[config.mk]
export PLATFORM = sky130hd
export DESIGN_NAME = pe_seq
export DESIGN_NICKNAME = d
export VERILOG_FILES = /design/src/rtl/pe_pkg.sv /design/src/rtl/pe_seq_result.sv /design/src/rtl/pe_seq.sv
export SDC_FILE = /design/constraint.sdc
export NUM_CORES = 1
export LEC_CHECK = 0
export ABC_AREA = 1
export ABC_CLOCK_PERIOD_IN_PS = 4300
export BUFFER_PORTS_ARGS = -buffer_cell sky130_fd_sc_hd__buf_2
export CORE_MARGIN = 3
export CORE_UTILIZATION = 50
export CTS_BUF_LIST = sky130_fd_sc_hd__clkbuf_4
export CTS_CLUSTER_SIZE = 10
export DETAILED_ROUTE_END_ITERATION = 6
export GPL_TIMING_DRIVEN = 1
export PLACE_DENSITY = 0.81
export SETUP_SLACK_MARGIN = 0.02
export SLEW_MARGIN = 20
export SYNTH_ARGS = -nofsm -noshare
export SYNTH_HDL_FRONTEND = slang
export SYNTH_SLANG_ARGS = --single-unit
[constraint.sdc]
create_clock -name clk -period 4.3 [get_ports clk]
set_input_delay 0.43 -clock clk [delete_from_list [all_inputs] [get_ports clk]]
set_output_delay 0.43 -clock clk [all_outputs]
set_load 0.01 [all_outputs]
[src/rtl/pe_pkg.sv]
// rtl/pe_pkg.sv - shared state encoding and index width for the PE sequencer
package pe_pkg;

    localparam int REG_SIZE_DEF = 4;
    localparam int IDX_W        = REG_SIZE_DEF;

    typedef enum logic [2:0] {
        IDLE,
        LOAD,
        RUN,
        FIN,
        CAPT,
        HOLD
    } state_t;

endpackage

[src/rtl/pe_seq_result.sv]
// rtl/pe_seq_result.sv - result differencing against the never-cleared PE accumulator
module pe_seq_result
    import pe_pkg::*;
#(
    parameter int PRECISION = 16
) (
    input  logic                 clk,
    input  logic                 rst_n,
    input  logic                 capt,
    input  logic [PRECISION-1:0] pe_out,
    input  logic                 r_ready,
    output logic                 r_valid,
    output logic [PRECISION-1:0] r_data
);

    logic [PRECISION-1:0] base;

    // Modulo subtraction stays exact even when the PE accumulator wraps.
    always_ff @(posedge clk or negedge rst_n) begin
        if (!rst_n) begin
            base    <= '0;
            r_data  <= '0;
            r_valid <= 1'b0;
        end else if (capt) begin
            r_data  <= pe_out - base;
            base    <= pe_out;
            r_valid <= 1'b1;
        end else if (r_valid && r_ready) begin
            r_valid <= 1'b0;
        end
    end

endmodule

[src/rtl/pe_seq.sv]
// rtl/pe_seq.sv - weight/activation sequencer for one MAC PE; PE_SEQ_STATS_EN adds vec_cnt/stall_cnt
module pe_seq
    import pe_pkg::*;
#(
    parameter int PRECISION = 16,
    parameter int REG_SIZE  = IDX_W,
    parameter int NUM_WGT   = 3
) (
    input  logic                 clk,
    input  logic                 rst_n,
    input  logic                 w_valid,
    output logic                 w_ready,
    input  logic [PRECISION-1:0] w_data,
    input  logic                 a_valid,
    output logic                 a_ready,
    input  logic [PRECISION-1:0] a_data,
    output logic [PRECISION-1:0] pe_act,
    output logic [PRECISION-1:0] pe_wgt,
    output logic                 pe_store,
    output logic                 pe_reuse,
    output logic [REG_SIZE-1:0]  pe_addr,
    output logic                 pe_finish,
    input  logic [PRECISION-1:0] pe_out,
    output logic                 r_valid,
    input  logic                 r_ready,
    output logic [PRECISION-1:0] r_data
`ifdef PE_SEQ_STATS_EN
    ,
    output logic [31:0]          vec_cnt,
    output logic [31:0]          stall_cnt
`endif
);

    localparam logic [REG_SIZE-1:0] ONE  = REG_SIZE'(1);
    localparam logic [REG_SIZE-1:0] LAST = REG_SIZE'(NUM_WGT);

    state_t              state;
    logic [REG_SIZE-1:0] idx;
    logic                armed;

    // armed keeps w_ready low while reset is held and for the first cycle after.
    assign w_ready   = armed && (state == IDLE || state == LOAD);
    assign pe_store  = w_ready && w_valid;
    assign pe_wgt    = pe_store ? w_data : '0;
    assign a_ready   = (state == RUN);
    assign pe_reuse  = (state == RUN);
    assign pe_act    = (state == RUN && a_valid) ? a_data : '0;
    assign pe_addr   = (pe_store || state == RUN) ? idx : '0;
    assign pe_finish = (state == FIN);

    always_ff @(posedge clk or negedge rst_n) begin
        if (!rst_n) begin
            state <= IDLE;
            idx   <= ONE;
            armed <= 1'b0;
        end else begin
            armed <= 1'b1;
            case (state)
                IDLE, LOAD: begin
                    if (pe_store) begin
                        if (idx == LAST) begin
                            state <= RUN;
                            idx   <= ONE;
                        end else begin
                            state <= LOAD;
                            idx   <= idx + ONE;
                        end
                    end
                end
                RUN: begin
                    if (a_valid) begin
                        if (idx == LAST) begin
                            state <= FIN;
                            idx   <= ONE;
                        end else begin
                            idx <= idx + ONE;
                        end
                    end
                end
                FIN:  state <= CAPT;
                CAPT: state <= HOLD;
                HOLD: begin
                    if (r_ready) begin
                        state <= w_valid ? LOAD : RUN;
                        idx   <= ONE;
                    end
                end
                default: state <= IDLE;
            endcase
        end
    end

    pe_seq_result #(
        .PRECISION(PRECISION)
    ) u_result (
        .clk    (clk),
        .rst_n  (rst_n),
        .capt   (state == CAPT),
        .pe_out (pe_out),
        .r_ready(r_ready),
        .r_valid(r_valid),
        .r_data (r_data)
    );

`ifdef PE_SEQ_STATS_EN
    always_ff @(posedge clk or negedge rst_n) begin
        if (!rst_n) begin
            vec_cnt   <= '0;
            stall_cnt <= '0;
        end else begin
            if (r_valid && r_ready)
                vec_cnt <= vec_cnt + 32'd1;
            if (state == RUN && !a_valid)
                stall_cnt <= stall_cnt + 32'd1;
        end
    end
`endif

endmodule

==> results.toml, run 1 <==
[outcome]
outcome = "finished clean"

[finish]
drive_gt1_frac = 0.230
final-seq-area_sq_um = 1030
final_common_cell = "nand2_1"
nNetsFinal = 632
nFillCells = 538
multi_input_area_sq_um = 1500
syn_to_final_growth_pct = 20.8
mostFrequentLayoutCells = "nand2_1 (137), buf_2 (110), inv_1 (102)"
n_antenna_cell = 0

[detailed_routing]
top_layer = "met4"
post_drt_wl_per_cell_microns = 10.9
wl_met2_microns = 3330
met3_wirelength_microns = 564
vias = 2959
vias_per_cell = 4.67
first_iter_violations = 121
wl_microns = 6940
wirelength_met1_microns = 2920
first_pass_iters = 4
route.detailed.drc = 0
ant_nets = 0

[clock_tree]
cts_hold_repair.buffers = 0
postCtsSetupBuffers = 0
clk_latency_ns = 0.34
htreeDepth = 2
cts-root-buf = "clkbuf_4"
cts_sinks = 41
cts_tree = "built"
cts_made_buffers = 5
ctsResizeCount = 0
path_clk_slew_ns = 0.12
clock_path_buffers = 2

[floorplan]
core_area_sq_um = 5640
initial_core_util = 0.528
top_level_ports = 111
die_area_sq_um = 6920
rows = 27
die_h_microns = 83.2
die_x_microns = 83.2

[sta]
maxSlewViolCount = 0
setup_tns_ns = 0
setup_viol = 0
holdWs_ns = 0.207
period_needed_ns = 2.65
rsz0062_at_grt = "false"
period_share = 0.617
clock-skew-final_ns = 0.0141
worst_pin_slew_ns = 1.01
final-hold-violation-count = 0
slew_headroom = 0.327
fmax_mhz = 377

[global_routing]
grt_max_degree = 42
antenna_found_initial = 0
grt_pass1_wl_microns = 12300
grt_pass1_vias = 2820
grt-ovfl-total = 0
grt.total_usage = 0.210

[worst_setup_path]
required_ns = 4.48
critPathLaunchType = "flop"
crit_type = "reg2reg"
worstRegToRegCells = 5
end_kind = "flop"
worstPathMaxFanout = 38
arrival_ns = 2.84

[synth]
synth_top_family_by_area = "simple AND/OR/NAND/NOR gates"
muxShareOfSynthArea = 0
ys_seq_area_frac = 0.345
ys_types = 32
avgSynthCellArea_sq_um = 6.55
syn_inst = 455
synth_xor_area_frac = 0.0176
synthAdderAreaFrac = 0.0739
syn_nets = 525
netlist_area_sq_um = 2980
synth_seq_cells = 41
synth_simple_gate_area_frac = 0.342
yosysWarnings = 0
synth_compound_area_frac = 0.0672

[power]
p_int_uw = 1150
power_switching_uw = 1070
p_leak_uw = 0.00232
clkPwrFrac = 0.082
pwr-share-seq = 0.311
ir_drop_uv = 290
comb_power_share = 0.606
switching_share = 0.481
cellPowerDensity_nw_per_um2 = 617

[placed_design]
portBuffers = 110
hpwl_microns = 5590
gp_congestion = 0.878

[min_path]
hold_class = "in2async"

[job]
max-cap-violations = 0
==> metrics by stage <==
step / setup WS, ns / util / cell area [sq um] / cells / total power (uW)
after CTS: 1.62 / 0.638 / 3600 / 634 / 2240
after detailed placement: 1.65 / 0.629 / 3550 / 627 / 2050
final: 1.65 / 0.638 / 3600 / 634 / 2220
after floorplan: 2.43 / - / 2980 / 455 / 1680
after global routing: 1.23 / 0.638 / 3600 / 634 / 2490
after global placement: 1.81 / 0.629 / 3550 / 627 / 2000
==> power by group through the flow <==
| stage | sequential, uW | combinational [uW] | clock [uW] |
|---|---|---|---|
| after global routing | 715 | 1560 | 214 |
| after floorplan | 715 | 968 | 0 |
| after detailed placement | 699 | 1350 | 0 |
| after CTS | 692 | 1350 | 192 |
| final | 691 | 1350 | 183 |
| after global placement | 695 | 1310 | 0 |
==> cell type report <==
class	instances	area share
inverter	103	0.107
clock buffer	6	0.0125
multi-input combinational	301	0.416
timing repair buffer	110	0.153
sequential	41	0.285
clock inverter	1	0.00104
tap	72	0.0250
==> final timing paths <==
kind	slack (ns)	start	end
hold reg to reg	0.50	u_result.r_data[8]	u_result.r_data[8]
setup reg to reg	1.65	state[2]	u_result.base[7]
min in group clk	0.29	r_ready	u_result.r_valid
max in group asynchronous	3.52	rst_n	u_result.base[13]
setup / recovery	1.65	state[2]	u_result.base[7]
hold / removal	0.21	rst_n	u_result.base[1]
==> synthesized netlist by cell type <==
cell | instances | area, sq um
o22ai_1 | 2 | 12.5
xnor2_1 | 3 | 26.3
nand3_4 | 2 | 35.0
nor2_4 | 2 | 22.5
o211ai_1 | 1 | 7.51
dfstp_2 | 1 | 26.3
or2_1 | 1 | 6.26
nand3_1 | 26 | 130
clkbuf_1 | 1 | 3.75
nand3_2 | 1 | 10.0
nand3b_1 | 2 | 15.0
buf_4 | 1 | 7.51
inv_1 | 102 | 383
fa_1 | 1 | 20.0
dfrtp_1 | 40 | 1000
nor3_4 | 1 | 16.3
nand2_2 | 1 | 6.26
inv_2 | 1 | 3.75
buf_2 | 5 | 25.0
conb_1 | 1 | 3.75
or2_2 | 4 | 25.0
xor2_1 | 3 | 26.3
buf_6 | 3 | 33.8
o21ai_0 | 20 | 100
nand2_1 | 137 | 514
nand4_1 | 1 | 6.26
nor3_1 | 3 | 15.0
a21oi_1 | 10 | 50.1
o21ai_1 | 6 | 30.0
nor2_1 | 56 | 210
and2_1 | 1 | 6.26
ha_1 | 16 | 200
==> sequential cells by signal, indices dropped and copies added, names as in the netlist <==
name	cells
armed	1
idx	4
state	3
u_result.base	16
u_result.r_data	16
u_result.r_valid	1
==> logic make-up (layout without fill, tap and decap cells) <==
| logic type | count (synthesis) | count (layout) |
|---|---|---|
| buffers and inverters | 113 | 220 |
| AND/OR/NAND/NOR | 238 | 238 |
| XOR/XNOR | 6 | 6 |
| adder cells (fa/ha/maj) | 17 | 17 |
| other | 1 | 1 |
| AO/OA/AOI/OAI | 39 | 39 |
| flip-flops | 41 | 41 |
==> metal layers <==
metal / GRT usage / vias to the layer above
met5: 0 / -
met4: 0.0639 / 0
met3: 0.0605 / 14
met2: 0.362 / 99
met1: 0.252 / 1275
li1: - / 1571
==> critical path, cell delays in order (launching register included) <==
cell	delay (ns)
dfrtp_1	0.58
inv_2	0.05
nor2_1	0.12
nand2_1	0.54
inv_1	0.99
o21ai_0	0.20
No activity file was read; power rests on OpenSTA's default activity.
==> run 2: changes to the inputs <==
Settings changed: ABC_CLOCK_PERIOD_IN_PS 4300 to 2550.
Clock period 4.3 ns to 2.55 ns, I/O delays scaled along.
==> run 2 against run 1 <==
Clock power rose by 86%. Worst hold slack got worse by 0.18 ns. Clock skew up 0.00057 ns. Cell count grew 0.47%. Via count decreased by 0.78%. Flip-flop and latch count unchanged. Register-to-register slack got worse by 1.0 ns. Combinational power rose by 69%. Sequential power increased by 68%. Core utilization grew 0.47 points. Wire length grew 1.2%. Critical path type is now reg2out.
==> results.toml, run 2 (synthesized netlist as in run 1, its figures left out) <==
[global_routing]
grt_pass1_vias = 2848
grt-ovfl-total = 0
antenna_found_initial = 0
grt_pass1_wl_microns = 12300
grt_max_degree = 42
grt.total_usage = 0.206

[finish]
final-seq-area_sq_um = 1030
multi_input_area_sq_um = 1500
nNetsFinal = 634
syn_to_final_growth_pct = 21.7
finalNonFillerCells = 637
reg.largest.list = "u_result.base x16, u_result.r_data x16, idx x4"
nFillCells = 542
n_antenna_cell = 0
mostFrequentLayoutCells = "nand2_1 (137), buf_2 (110), inv_1 (102)"
drive_gt1_frac = 0.235
final_common_cell = "nand2_1"

[floorplan]
top_level_ports = 111
initial_core_util = 0.528
die_h_microns = 83.2
die_x_microns = 83.2
core_area_sq_um = 5640
rows = 27
die_area_sq_um = 6920

[clock_tree]
postCtsSetupBuffers = 0
cts_sinks = 41
htreeDepth = 2
clock_path_buffers = 2
cts_hold_repair.buffers = 0
cts-root-buf = "clkbuf_4"
ctsResizeCount = 0
clk_latency_ns = 0.35
cts_made_buffers = 5
cts_tree = "built"
path_clk_slew_ns = 0.13

[worst_setup_path]
critical-path-max-stage-delay_ns = 0.53
rr_startpoint = "u_result.base[0]"
path_cells = "nor3_4 > nand2_1 > nor2_1 > buf_2"
worstRegToRegCells = 9
crit_type = "reg2out"
critPathLaunchType = "flop"
path_buf_inv = 1
path_depth = 4
worstPathMaxFanout = 16
end_kind = "primary output"
arrival_ns = 1.88
path_delay_family = "simple AND/OR/NAND/NOR gates"
required_ns = 2.30
worstSetupStartpoint = "state[2]"
critPathSlowestCell = "dfrtp_1"

[sta]
period_needed_ns = 2.13
fmax_mhz = 469
slew_headroom = 0.386
worst_pin_slew_ns = 0.920
setup_viol = 0
rsz0062_at_grt = "false"
final-hold-violation-count = 0
setup_tns_ns = 0
maxSlewViolCount = 0
period_share = 0.835
clock-skew-final_ns = 0.0146

[power]
cellPowerDensity_nw_per_um2 = 1040
clkPwrFrac = 0.090
finalPower_uw = 3780
pwr-share-seq = 0.307
p_int_uw = 1960
comb_power_share = 0.603
switching_share = 0.482
p_leak_uw = 0.00233
ir_drop_uv = 510
power_switching_uw = 1820

[placed_design]
dp.cells = 629
hpwl_microns = 5590
gp_congestion = 0.865
portBuffers = 110

[min_path]
hold_class = "in2async"

[detailed_routing]
post_drt_wl_per_cell_microns = 11.0
first_iter_violations = 108
first_pass_iters = 4
vias = 2936
vias_per_cell = 4.61
ant_nets = 0
wl_microns = 7020
route.detailed.drc = 0

[job]
max-cap-violations = 0

[outcome]
outcome = "finished clean"
==> run 2: changes by cell type in the layout (fill, tap and decap cells not counted) <==
cell | previous run | this run
clkinv_1 | 1 | 0
clkinvlp_4 | 0 | 2
buf_4 | 0 | 2
==> run 2: power by group through the flow <==
stage	clock (uW)	sequential, uW	combinational (uW)
finish	340	1160	2280
global route	385	1200	2640
CTS	352	1160	2300
detailed placement	0	1170	2280
global placement	0	1160	2220
floorplan	0	1210	1630
==> run 2: layout make-up <==
cell class	count	share of cell area
multi-input combinational	301	0.412
sequential	41	0.283
timing repair buffer	112	0.156
inverter	103	0.107
tap	72	0.0249
clock buffer	6	0.0124
clock inverter	2	0.00414
==> run 2: routing by layer <==
layer	part of all wire	global-route usage	vias to the layer above
met5	0	0	-
met2	0.47	0.373	77
li1	-	-	1575
met1	0.45	0.252	1279
met3	0.064	0.0417	5
met4	0.0083	0.0446	0
==> run 2: metrics by stage <==
| step | instance area (sq um) | hold slack, ns | utilization | worst slack [ns] |
|---|---|---|---|---|
| 2_1_floorplan | 2980 | -0.0406 | - | 0.793 |
| 3_3_place_gp | 3560 | 0.440 | 0.632 | 0.704 |
| 3_5_place_dp | 3560 | 0.452 | 0.632 | 0.640 |
| 4_1_cts | 3620 | 0.0521 | 0.642 | 0.385 |
| 5_1_grt | 3620 | 0.0723 | 0.642 | 0.218 |
| 6_report | 3620 | 0.0258 | 0.642 | 0.420 |
==> run 2: final timing paths <==
| kind | slack, ns | to |
|---|---|---|
| max in group asynchronous | 1.95 | u_result.r_data[9] |
| min reg2reg | 0.50 | u_result.r_data[10] |
| min | 0.03 | u_result.r_data[12] |
| max reg2reg | 0.62 | u_result.r_data[8] |
| max | 0.42 | pe_act[12] |
| min in group clk | 0.10 | u_result.r_valid |
